[src/rtl/instr_encoder_pkg.sv]
// MIPS opcode/function declarations and the field bundle fed to instr_pack.
package mips_decls_p;

    typedef enum logic [5:0] {
        OP_RTYPE = 6'h00,
        OP_J     = 6'h02,
        OP_BEQ   = 6'h04,
        OP_BNE   = 6'h05,
        OP_ADDI  = 6'h08,
        OP_ORI   = 6'h0D,
        OP_LW    = 6'h23,
        OP_SW    = 6'h2B
    } opcode_t;

    typedef enum logic [5:0] {
        F_ADD = 6'h20,
        F_SUB = 6'h22,
        F_AND = 6'h24,
        F_OR  = 6'h25,
        F_SLT = 6'h2A
    } funct_t;

    typedef struct packed {
        opcode_t     op;
        logic [4:0]  rs;
        logic [4:0]  rt;
        logic [4:0]  rd;
        logic [4:0]  shamt;
        logic [5:0]  funct;
        logic [15:0] imm;
        logic [25:0] target;
    } instr_fields_t;

endpackage

[src/rtl/instr_encoder_pack.sv]
// Combinational field packer: selects the R/I/J layout by opcode and flags unknown opcodes.
module instr_pack
    import mips_decls_p::*;
(
    input  instr_fields_t f,
    output logic [31:0]   word,
    output logic          legal
);

    always_comb begin
        word  = '0;
        legal = 1'b1;
        case (f.op)
            OP_RTYPE:                                  word = {f.op, f.rs, f.rt, f.rd, f.shamt, f.funct};
            OP_LW, OP_SW, OP_BEQ, OP_BNE, OP_ADDI, OP_ORI: word = {f.op, f.rs, f.rt, f.imm};
            OP_J:                                      word = {f.op, f.target};
            default:                                   legal = 1'b0;
        endcase
    end

endmodule

[src/rtl/instr_encoder.sv]
// Encodes instruction fields and writes them sequentially into instruction memory,
// one word every two cycles, stopping when the memory is full.
module instr_encoder
    import mips_decls_p::*;
#(
    parameter int ADDR_W = 6
) (
    input  logic              clk,
    input  logic              reset,
    input  logic              clear,
    input  logic              req_valid,
    output logic              req_ready,
    input  opcode_t           opcode,
    input  logic [4:0]        rs,
    input  logic [4:0]        rt,
    input  logic [4:0]        rd,
    input  logic [4:0]        shamt,
    input  logic [5:0]        funct,
    input  logic [15:0]       imm,
    input  logic [25:0]       target,
    output logic              wr_en,
    output logic [ADDR_W-1:0] wr_addr,
    output logic [31:0]       wr_data,
    output logic [ADDR_W:0]   count,
    output logic              full,
    output logic              err
);

    typedef enum logic [1:0] {S_IDLE, S_WRITE, S_FULL} state_t;

    localparam logic [ADDR_W-1:0] LAST = {ADDR_W{1'b1}};
    localparam logic [ADDR_W:0]   CAP  = {1'b1, {ADDR_W{1'b0}}};

    state_t            state;
    logic [ADDR_W-1:0] addr;
    instr_fields_t     fields;
    logic [31:0]       word;
    logic              legal;

    assign fields = '{op: opcode, rs: rs, rt: rt, rd: rd, shamt: shamt,
                      funct: funct, imm: imm, target: target};

    instr_pack u_pack (
        .f     (fields),
        .word  (word),
        .legal (legal)
    );

    // clear wins over both a pending request and an in-flight write strobe
    assign req_ready = (state == S_IDLE) && !clear;
    assign wr_en     = (state == S_WRITE) && !clear;

    always_ff @(posedge clk or posedge reset) begin
        if (reset) begin
            state   <= S_IDLE;
            addr    <= '0;
            count   <= '0;
            wr_addr <= '0;
            wr_data <= '0;
            full    <= 1'b0;
            err     <= 1'b0;
        end else begin
            err <= 1'b0;
            if (clear) begin
                state <= S_IDLE;
                addr  <= '0;
                count <= '0;
                full  <= 1'b0;
            end else begin
                case (state)
                    S_IDLE: if (req_valid) begin
                        if (legal) begin
                            wr_addr <= addr;
                            wr_data <= word;
                            state   <= S_WRITE;
                        end else begin
                            err <= 1'b1;
                        end
                    end
                    S_WRITE: begin
                        if (count != CAP) count <= count + 1'b1;
                        // hold the address at the top rather than wrapping
                        if (addr == LAST) begin
                            state <= S_FULL;
                            full  <= 1'b1;
                        end else begin
                            addr  <= addr + 1'b1;
                            state <= S_IDLE;
                        end
                    end
                    S_FULL:  ;
                    default: state <= S_IDLE;
                endcase
            end
        end
    end

endmodule

[config.mk]
export PLATFORM = sky130hd
export DESIGN_NAME = instr_encoder
export DESIGN_NICKNAME = d
export VERILOG_FILES = /design/src/rtl/instr_encoder_pkg.sv /design/src/rtl/instr_encoder_pack.sv /design/src/rtl/instr_encoder.sv
export SDC_FILE = /design/constraint.sdc
export NUM_CORES = 1
export LEC_CHECK = 0
export ABC_AREA = 1
export CORE_MARGIN = 1
export CORE_UTILIZATION = 30
export DETAILED_ROUTE_END_ITERATION = 6
export HOLD_SLACK_MARGIN = 0.03
export PLACE_DENSITY = 0.65
export REMOVE_ABC_BUFFERS = 1
export SLEW_MARGIN = 20
export SYNTH_ARGS = -nofsm -noshare
export SYNTH_HDL_FRONTEND = slang
export SYNTH_SLANG_ARGS = --single-unit
export TNS_END_PERCENT = 5
[constraint.sdc]
create_clock -name clk -period 1.7 [get_ports clk]
set_input_delay 0.17 -clock clk [delete_from_list [all_inputs] [get_ports clk]]
set_output_delay 0.17 -clock clk [all_outputs]
set_load 0.005 [all_outputs]
==> impl_results.md, run 1 <==
- Hold buffers post-CTS: 0
- Initial antenna violation count: 0
- RSZ-0062 raised after global routing: true
- MaxCap Viol Count: 0
- Setup ws final: 31.96 ps
- Area after DPL: 4427 um^2
- Layout fillers: 935
- Leak: 2.346 nW
- Crit path kind: flop to primary output
- Cell area after layout: 4566 um^2
- GRT Overall Usage: 16.29%
- Post-synthesis xor/xnor area fraction: 1.817%
- YS warnings: 0
- Mapped Cells: 408
- Post-route ant nets: 0
- Final hold violation count: 0
- CTS sink count: 55
- Core Area: 9284 um^2
- Crit path DAT: 1500 ps
- Setup crit start: state[1]
- Die area: 10,040 um^2
- Row count: 35
- DRC: 0
- Vias: 2,972
- Crit path max fanout: 4
- H-tree depth: 2
- Initial drt markers: 116
- Number of distinct library cells after synthesis: 20
- Largest family of logic cells by synthesized area: simple AND/OR/NAND/NOR gates
- Adder-Cell Fraction of Synth Area: 1.298%
- Post-Synth Simple-Gate Area: 34.92%
- CTS tree: yes
- Slew @ Worst Pin: 407.9 ps
- Gate power share: 22.2%
- Layout Nets: 628
- CP Data Required Time: 1530 ps
- Int Pwr: 2.135 mW
- TritonCTS buffer count: 5
- Number of diodes: 0
- Die Wd: 100.2 um
- First-pass GRT wire length: 13,000 um
- DR pass1 iterations: 6
- Final Max Tran Viols: 0
- Setup violations, final: 0
- Outcome: finished, final reports clean
- Area growth, synth to finish: 57.90%
- Register area share after synthesis: 47.60%
- Synth Register Bits: 55
- Max Freq: 599.5 MHz
- Io pins: 127
- Hold Crit Class: input pin to async pin
- Worst-Skew Late Latency: 310 ps
- Sw Pwr: 732.8 uW
- Final HPWL DP: 6196 um
- Post-Route WL: 7875 um
- Compound-cell area share of the yosys netlist: 6.058%
- Worst setup EP type: primary output
- Root Buffer: clkbuf_8
- Mapped cell area: 2892 um^2
- Mux share of post-synthesis cell area: 0%
- Switching Share: 25.56%
- Layout cells sized above 1: 7.664%
- Syn avg cell area: 7.087 um^2
- Initial Util: 31.15%
- Worst slack at placement: -6.680 ps
- GRT overflow: 0
- Vias in the first global route: 2,856
- Power per cell area: 628.1 nW/um^2
- CP Launch Type: flop
- Reg power frac: 50.9%
- Worst Clk Skew: 10.29 ps
- Largest net degree at the start of global routing: 39
- R2R Path Start: addr[0]
- Clock share of power: 26.9%
- Clock Path Buffers: 2
- Vias per inst: 4.390
- GPL Wtd Cong: 0.8117
- Max VDD drop: 0.0003178 V
- Chip height: 100.2 um
- Clock transition at path regs: 100 ps
- Relative slew slack: 72.77%
- Period utilisation layout: 98.12%
- WL/cell: 11.63 um
- Fin crit period: 1668 ps
- Buffers added on ports: 126
-- power groups by stage --
stage	logic [mW]	clock network [mW]	registers [mW]
2_1_floorplan	0.169	0	1.48
3_3_place_gp	0.623	0	1.48
3_5_place_dp	0.629	0	1.48
4_1_cts	0.631	0.799	1.46
5_1_grt	0.704	0.845	1.47
6_report	0.637	0.771	1.46
-- worst paths after layout --
check                              endpoint  slack (ps)  depth (start not counted)
worst max register to register      addr[4]         190                         10
min in group clk                wr_data[21]         480                          5
worst min register to register   wr_data[1]         480                          2
worst max-delay path                  wr_en          30                          2
max in group asynchronous        wr_data[1]        1000                          3
worst min-delay path            wr_data[29]         150                          2
-- metal layers --
| metal | vias to the layer above | part of all wire (%) | global-route usage, % |
|---|---|---|---|
| met2 | 105 | 50 | 29.61 |
| met1 | 1336 | 41 | 18.91 |
| met3 | 6 | 7.5 | 4.387 |
| met4 | 0 | 0.85 | 4.125 |
| met5 | - | 0 | 0 |
| li1 | 1525 | - | - |
-- Yosys cell counts --
library cell	instances	area, um^2
o21ai_0	18	90.09
nand2_4	1	11.26
nand2_2	1	6.260
buf_4	2	15.01
ha_1	3	37.54
inv_2	4	15.01
or2_2	1	6.260
buf_2	9	45.04
a21oi_1	17	85.08
nor3_1	2	10.01
nand3_2	1	10.01
nand2_1	191	716.9
dfrtp_1	55	1376
nand3_1	16	80.08
nor2_2	1	6.260
nor2_1	35	131.4
xor2_1	6	52.55
buf_6	2	22.52
inv_1	38	142.6
nand4_1	5	31.28
-- stage by stage --
step	total power, mW	setup TNS [ps]	cells	utilization, %	hold WS [ps]
5_1_grt	3.021	-52.07	677	49.18	175.9
2_1_floorplan	1.651	0	395	-	313.3
3_3_place_gp	2.106	0	666	47.68	460.3
3_5_place_dp	2.113	-21.05	666	47.68	463.8
4_1_cts	2.891	0	674	48.80	160.9
6_report	2.867	0	677	49.18	154.5
-- logic make-up after synthesis --
group / after synthesis
buf+inv: 55
flops: 55
simple gates: 254
fa+ha+maj: 3
xor+xnor: 6
compound gates: 35
-- worst max-delay path, cell delays in order, from the launching register on --
cell,delay [ps]
dfrtp_1,430
nor3_2,230
clkdlybuf4s50_1,530
-- flip-flops by register name (all words and copies together), names as in the netlist --
name and count:
wr_data 32, count 7, addr 6, wr_addr 6
state 2, err 1, full 1
-- layout by cell type (no fill, tap or decap) --
cell             count
a21oi_1             17
nor2_1              35
nor2_2               1
o21ai_0             18
ha_1                 3
clkinvlp_4           1
buf_12               6
dlymetal6s2s_1       1
clkinv_4             1
nand3_1             16
dfrtp_1             55
nor3_2               1
xor2_1               6
nand4_1              5
nand3_2              1
clkbuf_8             6
buf_4               13
nand2_1            189
nor3_1               1
clkdlybuf4s50_1    125
nand2_2              2
or2_2                1
nand2_4              2
inv_2                7
inv_1               35
-- final cells by class --
class / count / area, um^2 / share of cell area, %
Inverter: 42 / 157.7 / 3.453
Multi-Input combinational cell: 298 / 1290 / 28.25
Timing Repair Buffer: 145 / 1481 / 32.45
Sequential cell: 55 / 1376 / 30.15
Clock buffer: 6 / 82.58 / 1.809
Tap cell: 129 / 161.4 / 3.535
Clock inverter: 2 / 16.27 / 0.3563
-- timing repair --
item,in CTS,in global routing
gates resized for setup,1,6
cloned,0,0
buffers inserted,0,3
setup endpoints to repair,1,10
pin swaps,0,2
Note: power is estimated with default switching activity, not from simulation.
==> inputs of run 2 (changes only) <==
--- a/config.mk
+++ b/config.mk
@@ -8,6 +8,7 @@
 export ABC_AREA = 1
 export CORE_MARGIN = 1
 export CORE_UTILIZATION = 30
+export CTS_BUF_LIST = sky130_fd_sc_hd__clkbuf_2 sky130_fd_sc_hd__clkbuf_4 sky130_fd_sc_hd__clkbuf_8
 export DETAILED_ROUTE_END_ITERATION = 6
 export HOLD_SLACK_MARGIN = 0.03
 export PLACE_DENSITY = 0.65
==> results of run 2 <==
The final DEF is identical to that of run 1; final timing and power are the same.
==> inputs of run 3 (changes only) <==
--- a/config.mk
+++ b/config.mk
@@ -6,6 +6,7 @@
 export NUM_CORES = 1
 export LEC_CHECK = 0
 export ABC_AREA = 1
+export CAP_MARGIN = 20
 export CORE_MARGIN = 1
 export CORE_UTILIZATION = 30
 export CTS_BUF_LIST = sky130_fd_sc_hd__clkbuf_2 sky130_fd_sc_hd__clkbuf_4 sky130_fd_sc_hd__clkbuf_8
==> results of run 3 <==
The final DEF is identical to that of run 1; final timing and power are the same.
